===== src/rtl/axi4_mem_master_if.sv =====
// Bundles the core request/response and AXI4 channel signals of axi4_mem_master.
// The master modport is the block itself; the slave modport is the core plus AXI RAM side.
interface axi4_mem_master_if #(
  parameter int ADDR_W = 32,
  parameter int DATA_W = 64
);
  logic                  req_valid;
  logic                  req_ready;
  logic                  req_wen;
  logic [ADDR_W-1:0]     req_addr;
  logic [DATA_W-1:0]     req_wdata;
  logic [DATA_W/8-1:0]   req_wstrb;

  logic                  resp_valid;
  logic [DATA_W-1:0]     resp_rdata;
  logic                  resp_err;

  logic [ADDR_W-1:0]     axi_awaddr;
  logic                  axi_awvalid;
  logic                  axi_awready;
  logic [DATA_W-1:0]     axi_wdata;
  logic [DATA_W/8-1:0]   axi_wstrb;
  logic                  axi_wvalid;
  logic                  axi_wready;
  logic                  axi_bvalid;
  logic [ADDR_W-1:0]     axi_araddr;
  logic                  axi_arvalid;
  logic                  axi_arready;
  logic [DATA_W-1:0]     axi_rdata;

  modport master (
    input  req_valid, req_wen, req_addr, req_wdata, req_wstrb,
    output req_ready,
    output resp_valid, resp_rdata, resp_err,
    output axi_awaddr, axi_awvalid,
    input  axi_awready,
    output axi_wdata, axi_wstrb, axi_wvalid,
    input  axi_wready,
    input  axi_bvalid,
    output axi_araddr, axi_arvalid,
    input  axi_arready,
    input  axi_rdata
  );

  modport slave (
    output req_valid, req_wen, req_addr, req_wdata, req_wstrb,
    input  req_ready,
    input  resp_valid, resp_rdata, resp_err,
    input  axi_awaddr, axi_awvalid,
    output axi_awready,
    input  axi_wdata, axi_wstrb, axi_wvalid,
    output axi_wready,
    output axi_bvalid,
    input  axi_araddr, axi_arvalid,
    output axi_arready,
    output axi_rdata
  );
endinterface


===== src/rtl/axi4_mem_master.sv =====
// Single-outstanding AXI4 initiator between the core memory stage and the AXI4 RAM.
// Define AXI_MASTER_TIMEOUT_EN to add a watchdog that aborts stalled transactions with resp_err.
module axi4_mem_master #(
  parameter int ADDR_W         = 32,
  parameter int DATA_W         = 64,
  parameter int TIMEOUT_CYCLES = 255
) (
  input  logic                clock,
  input  logic                reset,
  axi4_mem_master_if.master   bus
);

  localparam int STRB_W = DATA_W / 8;

  if (TIMEOUT_CYCLES < 1 || TIMEOUT_CYCLES > 65535) begin : g_bad_timeout
    $error("axi4_mem_master: TIMEOUT_CYCLES must be in 1..65535");
  end

  typedef enum logic [2:0] {
    IDLE,
    RD_ADDR,
    RD_DATA,
    WR,
    WR_RESP,
    RESP
  } state_t;

  state_t              state;
  state_t              state_next;

  logic [ADDR_W-1:0]   addr_q;
  logic [DATA_W-1:0]   wdata_q;
  logic [STRB_W-1:0]   wstrb_q;
  logic [DATA_W-1:0]   rdata_q;
  logic                aw_done;
  logic                w_done;

  logic                accept;
  logic                awvalid;
  logic                wvalid;
  logic                aw_fire;
  logic                w_fire;
  logic                aw_all;
  logic                w_all;
  logic                timed_out;

  assign accept  = (state == IDLE) && bus.req_valid;
  assign awvalid = (state == WR) && !aw_done;
  assign wvalid  = (state == WR) && !w_done;
  assign aw_fire = awvalid && bus.axi_awready;
  assign w_fire  = wvalid && bus.axi_wready;
  // A channel counts as finished if it completed earlier or is completing right now.
  assign aw_all  = aw_done || aw_fire;
  assign w_all   = w_done || w_fire;

  assign bus.req_ready   = (state == IDLE);
  assign bus.resp_valid  = (state == RESP);
  assign bus.resp_rdata  = rdata_q;
  assign bus.axi_arvalid = (state == RD_ADDR);
  assign bus.axi_araddr  = addr_q;
  assign bus.axi_awvalid = awvalid;
  assign bus.axi_awaddr  = addr_q;
  assign bus.axi_wvalid  = wvalid;
  assign bus.axi_wdata   = wdata_q;
  assign bus.axi_wstrb   = wstrb_q;

`ifdef AXI_MASTER_TIMEOUT_EN
  localparam logic [15:0] TIMEOUT_LIM = 16'(TIMEOUT_CYCLES);

  logic [15:0] timer;
  logic        counting;
  logic        err_q;

  assign counting      = (state == RD_ADDR) || (state == WR) || (state == WR_RESP);
  assign timed_out     = counting && (timer == TIMEOUT_LIM);
  assign bus.resp_err  = err_q;

  // Watchdog restarts on every state change so each wait phase gets the full budget.
  always_ff @(posedge clock or posedge reset) begin
    if (reset) begin
      timer <= '0;
    end else if (state_next != state) begin
      timer <= '0;
    end else if (counting) begin
      timer <= timer + 16'd1;
    end
  end

  always_ff @(posedge clock or posedge reset) begin
    if (reset) begin
      err_q <= 1'b0;
    end else if (accept) begin
      err_q <= 1'b0;
    end else if (timed_out) begin
      err_q <= 1'b1;
    end
  end
`else
  assign timed_out    = 1'b0;
  assign bus.resp_err = 1'b0;
`endif

  always_ff @(posedge clock or posedge reset) begin
    if (reset) begin
      state <= IDLE;
    end else begin
      state <= state_next;
    end
  end

  // bvalid is only honoured once both AW and W have handshaken, possibly in that same cycle.
  always_comb begin
    state_next = state;
    case (state)
      IDLE: begin
        if (bus.req_valid) begin
          state_next = bus.req_wen ? WR : RD_ADDR;
        end
      end
      RD_ADDR: begin
        if (bus.axi_arready) begin
          state_next = RD_DATA;
        end else if (timed_out) begin
          state_next = RESP;
        end
      end
      RD_DATA: begin
        state_next = RESP;
      end
      WR: begin
        if (aw_all && w_all) begin
          state_next = bus.axi_bvalid ? RESP : WR_RESP;
        end else if (timed_out) begin
          state_next = RESP;
        end
      end
      WR_RESP: begin
        if (bus.axi_bvalid || timed_out) begin
          state_next = RESP;
        end
      end
      RESP: begin
        state_next = IDLE;
      end
      default: begin
        state_next = IDLE;
      end
    endcase
  end

  always_ff @(posedge clock or posedge reset) begin
    if (reset) begin
      addr_q  <= '0;
      wdata_q <= '0;
      wstrb_q <= '0;
    end else if (accept) begin
      addr_q  <= bus.req_addr;
      wdata_q <= bus.req_wdata;
      wstrb_q <= bus.req_wstrb;
    end
  end

  always_ff @(posedge clock or posedge reset) begin
    if (reset) begin
      aw_done <= 1'b0;
      w_done  <= 1'b0;
    end else if (accept) begin
      aw_done <= 1'b0;
      w_done  <= 1'b0;
    end else if (state == WR) begin
      aw_done <= aw_all;
      w_done  <= w_all;
    end
  end

  // Load data persists across stores; an aborted transaction returns zero data.
  always_ff @(posedge clock or posedge reset) begin
    if (reset) begin
      rdata_q <= '0;
    end else if (state == RD_DATA) begin
      rdata_q <= bus.axi_rdata;
    end else if (timed_out) begin
      rdata_q <= '0;
    end
  end

endmodule


===== src/flat_wrapper.sv =====
// flat-port wrapper written by rule: the top's interface ports become plain ports
module axi4_mem_master_flat 
#(
  parameter int ADDR_W         = 32,
  parameter int DATA_W         = 64,
  parameter int TIMEOUT_CYCLES = 255
)
  (clock, reset, bus_req_valid, bus_req_wen, bus_req_addr, bus_req_wdata, bus_req_wstrb, bus_req_ready, bus_resp_valid, bus_resp_rdata, bus_resp_err, bus_axi_awaddr, bus_axi_awvalid, bus_axi_awready, bus_axi_wdata, bus_axi_wstrb, bus_axi_wvalid, bus_axi_wready, bus_axi_bvalid, bus_axi_araddr, bus_axi_arvalid, bus_axi_arready, bus_axi_rdata);
  axi4_mem_master_if #(.ADDR_W(ADDR_W), .DATA_W(DATA_W)) bus_i ();
  input  logic clock;
  input  logic reset;
  input wire logic [$bits(bus_i.req_valid)-1:0] bus_req_valid;
  input wire logic [$bits(bus_i.req_wen)-1:0] bus_req_wen;
  input wire logic [$bits(bus_i.req_addr)-1:0] bus_req_addr;
  input wire logic [$bits(bus_i.req_wdata)-1:0] bus_req_wdata;
  input wire logic [$bits(bus_i.req_wstrb)-1:0] bus_req_wstrb;
  output wire logic [$bits(bus_i.req_ready)-1:0] bus_req_ready;
  output wire logic [$bits(bus_i.resp_valid)-1:0] bus_resp_valid;
  output wire logic [$bits(bus_i.resp_rdata)-1:0] bus_resp_rdata;
  output wire logic [$bits(bus_i.resp_err)-1:0] bus_resp_err;
  output wire logic [$bits(bus_i.axi_awaddr)-1:0] bus_axi_awaddr;
  output wire logic [$bits(bus_i.axi_awvalid)-1:0] bus_axi_awvalid;
  input wire logic [$bits(bus_i.axi_awready)-1:0] bus_axi_awready;
  output wire logic [$bits(bus_i.axi_wdata)-1:0] bus_axi_wdata;
  output wire logic [$bits(bus_i.axi_wstrb)-1:0] bus_axi_wstrb;
  output wire logic [$bits(bus_i.axi_wvalid)-1:0] bus_axi_wvalid;
  input wire logic [$bits(bus_i.axi_wready)-1:0] bus_axi_wready;
  input wire logic [$bits(bus_i.axi_bvalid)-1:0] bus_axi_bvalid;
  output wire logic [$bits(bus_i.axi_araddr)-1:0] bus_axi_araddr;
  output wire logic [$bits(bus_i.axi_arvalid)-1:0] bus_axi_arvalid;
  input wire logic [$bits(bus_i.axi_arready)-1:0] bus_axi_arready;
  input wire logic [$bits(bus_i.axi_rdata)-1:0] bus_axi_rdata;
  assign bus_i.req_valid = bus_req_valid;
  assign bus_i.req_wen = bus_req_wen;
  assign bus_i.req_addr = bus_req_addr;
  assign bus_i.req_wdata = bus_req_wdata;
  assign bus_i.req_wstrb = bus_req_wstrb;
  assign bus_req_ready = bus_i.req_ready;
  assign bus_resp_valid = bus_i.resp_valid;
  assign bus_resp_rdata = bus_i.resp_rdata;
  assign bus_resp_err = bus_i.resp_err;
  assign bus_axi_awaddr = bus_i.axi_awaddr;
  assign bus_axi_awvalid = bus_i.axi_awvalid;
  assign bus_i.axi_awready = bus_axi_awready;
  assign bus_axi_wdata = bus_i.axi_wdata;
  assign bus_axi_wstrb = bus_i.axi_wstrb;
  assign bus_axi_wvalid = bus_i.axi_wvalid;
  assign bus_i.axi_wready = bus_axi_wready;
  assign bus_i.axi_bvalid = bus_axi_bvalid;
  assign bus_axi_araddr = bus_i.axi_araddr;
  assign bus_axi_arvalid = bus_i.axi_arvalid;
  assign bus_i.axi_arready = bus_axi_arready;
  assign bus_i.axi_rdata = bus_axi_rdata;
  axi4_mem_master #(.ADDR_W(ADDR_W), .DATA_W(DATA_W), .TIMEOUT_CYCLES(TIMEOUT_CYCLES)) u_core (.clock(clock), .reset(reset), .bus(bus_i));
endmodule

===== config.mk =====
export PLATFORM = sky130hd
export DESIGN_NAME = axi4_mem_master_flat
export DESIGN_NICKNAME = d
export VERILOG_FILES = /design/src/rtl/axi4_mem_master_if.sv /design/src/rtl/axi4_mem_master.sv /design/src/flat_wrapper.sv
export SDC_FILE = /design/constraint.sdc
export NUM_CORES = 1
export LEC_CHECK = 0
export BUFFER_PORTS_ARGS = -buffer_cell sky130_fd_sc_hd__buf_2
export CORE_AREA = 2 2 150 152
export CTS_BUF_LIST = sky130_fd_sc_hd__clkbuf_8
export CTS_CLUSTER_DIAMETER = 100
export DETAILED_ROUTE_END_ITERATION = 10
export DIE_AREA = 0 0 152 154
export PLACE_DENSITY = 0.66
export REMOVE_ABC_BUFFERS = 1
export SLEW_MARGIN = 30
export SYNTH_ARGS = -nofsm -noshare
export SYNTH_HDL_FRONTEND = slang
export SYNTH_SLANG_ARGS = --single-unit

===== constraint.sdc =====
create_clock -name clock -period 10.2 [get_ports clock]
set_clock_uncertainty 0.15 [all_clocks]
set_input_delay 2.04 -clock clock [delete_from_list [all_inputs] [get_ports clock]]
set_output_delay 2.04 -clock clock [all_outputs]
set_load 0.03 [all_outputs]

==> run_results.csv, run 1 <==
group,metric,value,unit
outcome,status,"complete, no violations",
sta,rsz0062_at_grt,"no",
sta,relSlewSlack,44.3,%
layout,num-nets-final,953,
worst_setup_path,worstSetupPathType,"reg -> out",
min_path,min_to,"u_core.bus.axi_wdata[5]",
route,vias,4735,
global_routing,grt_max_degree,108,
power_and_ir_drop,ir_drop,179,uV
floorplan,initial_core_util,32.7,%
cts,htreeDepth,4,
worst_setup_path,worst-path-max-fanout,11,
flow_run,drv_cap,0,
sta,worst_slew_pin_slew,0.835,ns
logic_synthesis,ys_seq_area_share,61.1,%
cts,cts_resized,0,
worst_setup_path,r2r-start,"u_core.state[0]",
global_routing,grt_pass1_vias,5086,
route,drt-initial-drc-count,173,
layout,multi_input_area,0.00227,mm2
cts,post_cts_buffers,0,
min_path,holdPathStages,1,
global_routing,track_usage,14.8,%
min_path,hp-start,"u_core.bus.axi_wdata[5]",
logic_synthesis,avgSynthCellArea,16.5,um2
floorplan,core_area,0.0217,mm2
sta,finalHoldViolations,0,
worst_setup_path,crit_path_start_kind,"flip-flop",
min_path,hold_class,"reg -> reg",
layout,drive_gt1_share,74.3,%
layout,fin_util,42.9,%
logic_synthesis,netlist_area,0.00709,mm2
sta,finalCritPeriodShare,38.1,%
worst_setup_path,arrival,1.69,ns
layout,fillCellCount,2033,
sta,post-route-min-period,3.88,ns
route,drc,0,
floorplan,die_y,154,um
layout,layout.cells.non_filler,1071,
floorplan,io_pins,382,
cts,numCtsBuffers,17,
global_routing,grt_pass1_wl,27.5,mm
power_and_ir_drop,power_density,401,mW/mm2
layout,syn_to_final_growth,31.3,%
cts,clock_latency,0.44,ns
route,via_per_inst,4.42,
sta,setup_viol,0,
floorplan,die_area,0.0234,mm2
floorplan,rows,54,
cts,clk_pin_slew,0.10,ns
cts,cts_tree,"yes",
worst_setup_path,end_kind,"primary output",
worst_setup_path,r2r_end,"u_core.bus.axi_wstrb[2]",
logic_synthesis,synth.area.top_cells,"dfrtp_1 (61%), mux2_2 (19%), mux2_4 (10%), buf_4 (4.9%), buf_12 (1.7%)",
floorplan,die_w,152,um
cts,cts_root_buf,"clkbuf_8",
cts,hold_buffers,0,
worst_setup_path,r2r_cells,4,
placement,place.gp.congestion,0.778,
sta,final.setup.tns,0,ns
placement,port_buffers,380,
logic_synthesis,yosysWarnings,0,
layout,seqCellArea,0.00433,mm2
sta,max_freq,0.257,GHz
power_and_ir_drop,cellLeakagePower,4.67,nW
route,ant_nets,0,
logic_synthesis,ys_ff_latch,173,
route,routedWlPerCell,16.1,um
placement,hpwlAfterDp,12.9,mm
logic_synthesis,netlist.area_leader.share,61.1,%
logic_synthesis,synth_cells,429,
route,wl,17.2,mm
global_routing,antenna_found_initial,1,
cts,ctsLongestPathBuffers,2,
route,firstDrtPassIters,4,
worst_setup_path,rrSetupSlack,7.40,ns
worst_setup_path,worstPathRequired,8.01,ns
global_routing,gr-total-overflow,0,
cts,cts_sinks,173,
placement,placed_cells,1038,
logic_synthesis,ys_types,25,
sta,final_max_slew_viol_count,0,
logic_synthesis,yosysTopAreaCell,"dfrtp_1",
-- per-stage QoR --
stage          setup WS, ns  power, mW  instance area (um2)  hold WS, ns
2_1_floorplan          3.32       2.70                 6610        0.390
3_3_place_gp           5.83       3.26                 8890        0.334
3_5_place_dp           5.82       3.29                 8890        0.337
4_1_cts                6.28       3.78                 9300        0.364
5_1_grt                6.11       3.93                 9310        0.375
6_report               6.32       3.73                 9310        0.360
-- cells in the mapped netlist, drive strengths merged --
cell type,n
a21oi,5
a32o,1
and2,1
buf,54
conb,1
dfrtp,173
inv,3
mux2,168
nand2,2
nand2b,2
nor2,7
nor2b,1
nor3,4
o221ai,1
o22a,1
o22ai,2
o32ai,1
or3b,1
xnor2,1
-- where the power goes --
part	internal, mW	switching [mW]
Combinational	0.741	1.26
Sequential	1.04	0.215
Clock	0.187	0.291
-- critical path: stages (launching register included) --
cell     delay (ns)
dfrtp_1        0.59
nor2b_1        0.27
nand2_1        0.10
nor2_1         0.10
buf_2          0.20
-- layer usage --
| layer | up-vias | track usage [%] | part of all wire, % |
|---|---|---|---|
| met4 | 0 | 5.92 | 2.7 |
| met1 | 2347 | 17.2 | 38 |
| li1 | 2163 | - | - |
| met3 | 33 | 4.85 | 6.8 |
| met2 | 192 | 25.2 | 52 |
| met5 | - | 0 | 0 |
-- registers in the layout, indices dropped and copies added (netlist names) --
signal / cells
u_core.bus.axi_wdata: 64
u_core.bus.resp_rdata: 64
u_core.bus.axi_araddr: 32
u_core.bus.axi_wstrb: 8
u_core.state: 3
u_core.aw_done: 1
u_core.w_done: 1
-- cell families (layout without fill, tap and decap cells) --
family	count (synthesis)	after routing	share of synthesized area, %
AOI/OAI and AO/OA	11	11	1.04
xor gates and xnor gates	1	1	0.124
buffers and inverters	57	418	6.95
DFF	173	173	61.1
muxes	168	168	29.3
other	1	2	0.0529
and+or+nand+nor	18	18	1.50
-- cells in the final DEF, fill, tap and decap left out, types with 2 or more instances in the layout --
master,n
a21oi_1,5
buf_2,380
buf_4,2
clkbuf_8,17
clkinv_4,3
clkinv_8,5
dfrtp_1,173
inv_1,3
inv_6,2
inv_8,5
mux2_2,119
mux2_4,49
nand2_1,2
nand2b_1,2
nor2_1,6
nor3_1,3
o22ai_1,2
-- area by class of cell --
cell class	instances	share of cell area, %
multi-input cells	199	24.4
repair buffers	383	20.7
inverters	3	0.202
flip-flops and latches	173	46.5
clock buffers	17	2.51
well taps	280	3.76
clock inverters	15	1.87
diodes	1	0.0269
-- how the worst max path moves through the flow --
stage	endpoint	start	slack, ns	cells after the start
CTS	bus_axi_awvalid	u_core.state[1]	6.28	4
global placement	u_core.bus.axi_wdata[63]	bus_req_valid	5.83	4
global route	bus_axi_awvalid	u_core.state[1]	6.11	4
detailed placement	u_core.bus.axi_wstrb[2]	bus_req_valid	5.82	4
finish	bus_axi_awvalid	u_core.state[1]	6.32	4
floorplan	u_core.aw_done	reset	3.32	1
(Power assumes the default switching activity.)
==> run 2, diff against run 1 <==
--- a/config.mk
+++ b/config.mk
@@ -11,7 +11,7 @@
 export CTS_CLUSTER_DIAMETER = 100
 export DETAILED_ROUTE_END_ITERATION = 10
 export DIE_AREA = 0 0 152 154
-export PLACE_DENSITY = 0.66
+export PLACE_DENSITY = 0.69
 export REMOVE_ABC_BUFFERS = 1
 export SLEW_MARGIN = 30
 export SYNTH_ARGS = -nofsm -noshare
==> constraint.sdc (replaced) <==
create_clock -name clock -period 3.4 [get_ports clock]
set_clock_uncertainty 0.15 [all_clocks]
set_input_delay 0.68 -clock clock [delete_from_list [all_inputs] [get_ports clock]]
set_output_delay 0.68 -clock clock [all_outputs]
set_load 0.03 [all_outputs]
==> run 2 against run 1 <==
Compared with the run above:
- cell area is 0.78% higher
- power grew to 3.0 times the previous value
- non-clock buffer count is 4 higher
- flip-flop and latch count stayed put
- critical path depth stayed put
- routed wire length is 1.2% higher
- count of clock-buffer cells in the layout stayed put
- sequential share of layout area is 0.36 points lower
- utilization is 0.33 points higher
- first-iteration DRC count is 23% higher
- hold slack worse by 0.23 ns
- register-to-register slack worse by 6.3 ns
- highest routed layer unchanged
==> run_results.csv, run 2 (synthesis gave the netlist of run 1 again) <==
group,metric,value,unit
power_and_ir_drop,power_density,1200,mW/mm2
global_routing,antenna_found_initial,0,
cts,clock_latency,0.43,ns
layout,layout_commonest_cell,"buf_2",
power_and_ir_drop,power.total,11.3,mW
floorplan,rows,54,
route,wl,17.5,mm
worst_setup_path,path_cells,"nor2b_1 > nand2_1 > nor2_1 > buf_2",
worst_setup_path,r2r_cells,4,
route,routedWlPerCell,16.3,um
worst_setup_path,slowest_delay,0.58,ns
placement,port_buffers,380,
floorplan,core_area,0.0217,mm2
power_and_ir_drop,ir_drop,582,uV
global_routing,gr-total-overflow,0,
global_routing,grt_pass1_wl,27.4,mm
route,drc,0,
cts,clk_pin_slew,0.10,ns
worst_setup_path,worst-path-max-fanout,11,
sta,worst_slack,0.889,ns
sta,rsz0062_at_grt,"no",
layout,num-nets-final,957,
sta,relSlewSlack,61.1,%
worst_setup_path,end_kind,"primary output",
floorplan,initial_core_util,32.7,%
floorplan,io_pins,382,
cts,cts_root_buf,"clkbuf_8",
worst_setup_path,r2r-start,"u_core.state[0]",
cts,htreeDepth,4,
sta,max_freq,0.398,GHz
sta,post-route-min-period,2.51,ns
route,drt-initial-drc-count,212,
outcome,status,"complete, no violations",
layout,drive_gt1_share,74.4,%
floorplan,die_area,0.0234,mm2
global_routing,grt_pass1_vias,4980,
min_path,hold_class,"in -> async",
worst_setup_path,r2r_end,"u_core.bus.axi_wstrb[5]",
sta,setup_viol,0,
placement,hpwlAfterDp,13.0,mm
cts,cts_sinks,173,
layout,fin_util,43.3,%
layout,final_cell_mix,"buf_2 (380), dfrtp_1 (173), mux2_2 (119)",
power_and_ir_drop,cellLeakagePower,4.71,nW
worst_setup_path,crit_path_start_kind,"flip-flop",
worst_setup_path,endpoint,"bus_axi_awvalid",
cts,ctsLongestPathBuffers,2,
global_routing,grt_max_degree,65,
worst_setup_path,slowest_stage,"dfrtp_1",
floorplan,die_y,154,um
layout,syn_to_final_growth,32.3,%
cts,hold_buffers,0,
sta,worst_slew_pin_slew,0.584,ns
layout,diodes,0,
cts,numCtsBuffers,17,
placement,place.gp.congestion,0.793,
route,ant_nets,0,
global_routing,track_usage,14.8,%
worst_setup_path,worstSetupPathType,"reg -> out",
worst_setup_path,rrSetupSlack,1.06,ns
worst_setup_path,arrival,1.68,ns
placement,dp_slack,1.04,ns
sta,final_max_slew_viol_count,0,
cts,post_cts_buffers,0,
route,firstDrtPassIters,5,
worst_setup_path,worstPathRequired,2.57,ns
sta,finalCritPeriodShare,73.8,%
cts,cts_resized,0,
route,vias,4699,
cts,cts_tree,"yes",
flow_run,drv_cap,0,
floorplan,die_w,152,um
route,via_per_inst,4.38,
worst_setup_path,cp-startpoint,"u_core.state[1]",
sta,finalHoldViolations,0,
run 2: metrics by stage:
step | area (um2) | hold WS [ns] | TNS, ns | cells
global route | 9380 | 0.151 | 0 | 1074
CTS | 9380 | 0.133 | 0 | 1074
floorplan | 6610 | 0.390 | -508.45 | 375
global placement | 8970 | 0.336 | 0 | 1042
detailed placement | 8970 | 0.340 | 0 | 1042
finish | 9380 | 0.132 | 0 | 1074
run 2: worst min path at each step:
stage,to,cells past startpoint,from
floorplan,u_core.aw_done,2,u_core.aw_done
global placement,u_core.bus.axi_wdata[15],1,u_core.bus.axi_wdata[15]
detailed placement,u_core.bus.resp_rdata[62],1,u_core.bus.resp_rdata[62]
CTS,u_core.bus.resp_rdata[26],2,reset
global route,u_core.bus.resp_rdata[26],2,reset
finish,u_core.bus.resp_rdata[18],2,reset
run 2: critical path, delay by kind of cell (launching register included):
family | cells | cell delay [ns]
buffers and inverters | 1 | 0.20
flip-flops | 1 | 0.58
AND/OR/NAND/NOR | 3 | 0.47
run 2: per-layer routing:
metal	track usage, %	vias up	share of wire [%]
met3	5.19	15	6.8
met5	0	-	0
met2	25.4	184	52
met4	3.56	0	1.3
li1	-	2165	-
met1	17.9	2335	40
run 2: area by class of cell:
cell class,count,area [um2]
clock buffer,17,234
clock inverter,15,175
timing repair buffer,387,2000
sequential,173,4330
inverter,3,16.3
tap,280,350
fill,2007,12300
multi-input combinational,199,2270
run 2: report_power, final:
part           internal (mW)  total [mW]  switching, mW
logic                   2.25        6.04           3.79
registers               3.11        3.73          0.620
clock network          0.624        1.48          0.859
total                   5.98        11.3           5.27
==> run 3, diff against run 2 <==
==> constraint.sdc (replaced) <==
create_clock -name clock -period 2.2 [get_ports clock]
set_clock_uncertainty 0.15 [all_clocks]
set_input_delay 0.44 -clock clock [delete_from_list [all_inputs] [get_ports clock]]
set_output_delay 0.44 -clock clock [all_outputs]
set_load 0.03 [all_outputs]
==> run 3 against run 2 <==
Compared with the run above:
- cell area rose by 1.3%
- global-route usage rose by 0.11 points
- hold slack got worse by 0.069 ns
- count of clock-buffer cells in the layout rose by 1
- critical endpoint is now bus_axi_arvalid
==> run_results.csv, run 3 (synthesis gave the netlist of run 1 again) <==
group,metric,value,unit
power_and_ir_drop,power.total,17.5,mW
route,vias,4801,
floorplan,die_y,154,um
worst_setup_path,worstPathRequired,1.61,ns
cts,ctsLongestPathBuffers,2,
route,wl,17.8,mm
sta,finalHoldViolations,0,
cts,cts_sinks,173,
placement,port_buffers,380,
global_routing,grt_pass1_vias,5046,
route,drc,0,
placement,place.gp.congestion,0.796,
worst_setup_path,arrival,1.46,ns
sta,final_max_slew_viol_count,0,
power_and_ir_drop,power_density,1840,mW/mm2
route,ant_nets,0,
global_routing,antenna_found_initial,0,
cts,cts_tree,"yes",
global_routing,grt_max_degree,65,
cts,clock_latency,0.44,ns
layout,layout_commonest_cell,"buf_2",
route,drt-initial-drc-count,137,
floorplan,initial_core_util,32.7,%
layout,final_cell_mix,"buf_2 (378), dfrtp_1 (171), mux2_2 (119)",
route,via_per_inst,4.40,
worst_setup_path,rrSetupSlack,0.27,ns
worst_setup_path,r2r_cells,5,
worst_setup_path,r2r_end,"u_core.bus.axi_wstrb[5]",
placement,hpwlAfterDp,13.3,mm
worst_setup_path,r2r-start,"u_core.state[1]",
worst_setup_path,cp-startpoint,"u_core.state[0]",
layout,drive_gt1_share,75.6,%
route,firstDrtPassIters,4,
sta,post-route-min-period,2.05,ns
floorplan,die_area,0.0234,mm2
sta,finalCritPeriodShare,93.1,%
cts,cts_root_buf,"clkbuf_8",
outcome,status,"complete, no violations",
placement,dp_slack,0.284,ns
worst_setup_path,crit_path_start_kind,"flip-flop",
power_and_ir_drop,ir_drop,889,uV
cts,clk_pin_slew,0.11,ns
cts,numCtsBuffers,17,
min_path,hp-start,"bus_req_wstrb[7]",
floorplan,io_pins,382,
power_and_ir_drop,cellLeakagePower,4.77,nW
cts,htreeDepth,4,
worst_setup_path,worst-path-max-fanout,8,
floorplan,core_area,0.0217,mm2
global_routing,grt_pass1_wl,27.7,mm
worst_setup_path,worstSetupPathType,"reg -> out",
layout,diodes,0,
route,routedWlPerCell,16.3,um
min_path,hold_class,"in -> reg",
sta,max_freq,0.488,GHz
min_path,holdPathStages,2,
floorplan,rows,54,
global_routing,gr-total-overflow,0,
floorplan,die_w,152,um
sta,worst_slack,0.153,ns
sta,setup_viol,0,
global_routing,track_usage,14.9,%
worst_setup_path,end_kind,"primary output",
min_path,min_to,"u_core.bus.axi_wstrb[7]",
flow_run,drv_cap,0,
layout,fin_util,43.8,%
layout,syn_to_final_growth,34.1,%
layout,num-nets-final,973,
## run 3: changes by cell type in the layout (fill, tap and decap cells not counted), sizes merged
cell / delta
buf: +15
bufinv: -1
clkbuf: +1
clkinv: -1
clkinvlp: +1
dlygate4sd3: +1
## run 3: power breakdown
group / internal (mW) / total (mW) / switching [mW]
Sequential: 4.81 / 5.72 / 0.911
Combinational: 3.59 / 9.53 / 5.94
Clock: 0.879 / 2.21 / 1.34
## run 3: critical path, stage by stage (launching register included)
cell     delay [ns]
dfrtp_1        0.37
buf_4          0.17
inv_1          0.10
nor3_2         0.19
buf_4          0.18
## run 3: worst max path at each step
stage                                    end  slack [ns]  depth (start not counted)
floorplan                     u_core.aw_done       -3.08                          1
global placement    u_core.bus.axi_wdata[44]        0.31                          4
detailed placement  u_core.bus.axi_wdata[10]        0.28                          4
CTS                           bus_resp_valid       0.001                          4
global route                 bus_axi_arvalid      -0.008                          4
finish                       bus_axi_arvalid        0.15                          4
## run 3: per-stage QoR
stage / std cells / hold slack [ns] / TNS (ns) / area (um2)
global route: 1090 / 0.0136 / -0.00805 / 9510
detailed placement: 1051 / 0.340 / 0 / 9040
CTS: 1086 / 0.0107 / 0 / 9470
global placement: 1051 / 0.334 / 0 / 9040
finish: 1090 / 0.0631 / 0 / 9510
floorplan: 375 / 0.390 / -809.43 / 6610
## run 3: area by class of cell
type / count / area (um2)
timing repair buffer: 403 / 2130
inverter: 3 / 16.3
fill: 2035 / 12200
sequential: 173 / 4330
clock buffer: 18 / 248
multi-input combinational: 199 / 2280
tap: 280 / 350
clock inverter: 14 / 144
## run 3: timing repair
action,in CTS,in global routing
hold endpoints to repair,37,0
gates cloned,0,0
hold buffers,1,0
setup endpoints to repair,3,4
setup buffers,2,4
resized for setup,4,4
## run 3: layer usage
metal,GRT usage (%),share of wire (%)
met5,0,0
met4,5.21,2.1
met3,4.82,6.0
met2,25.1,51
met1,18.0,41
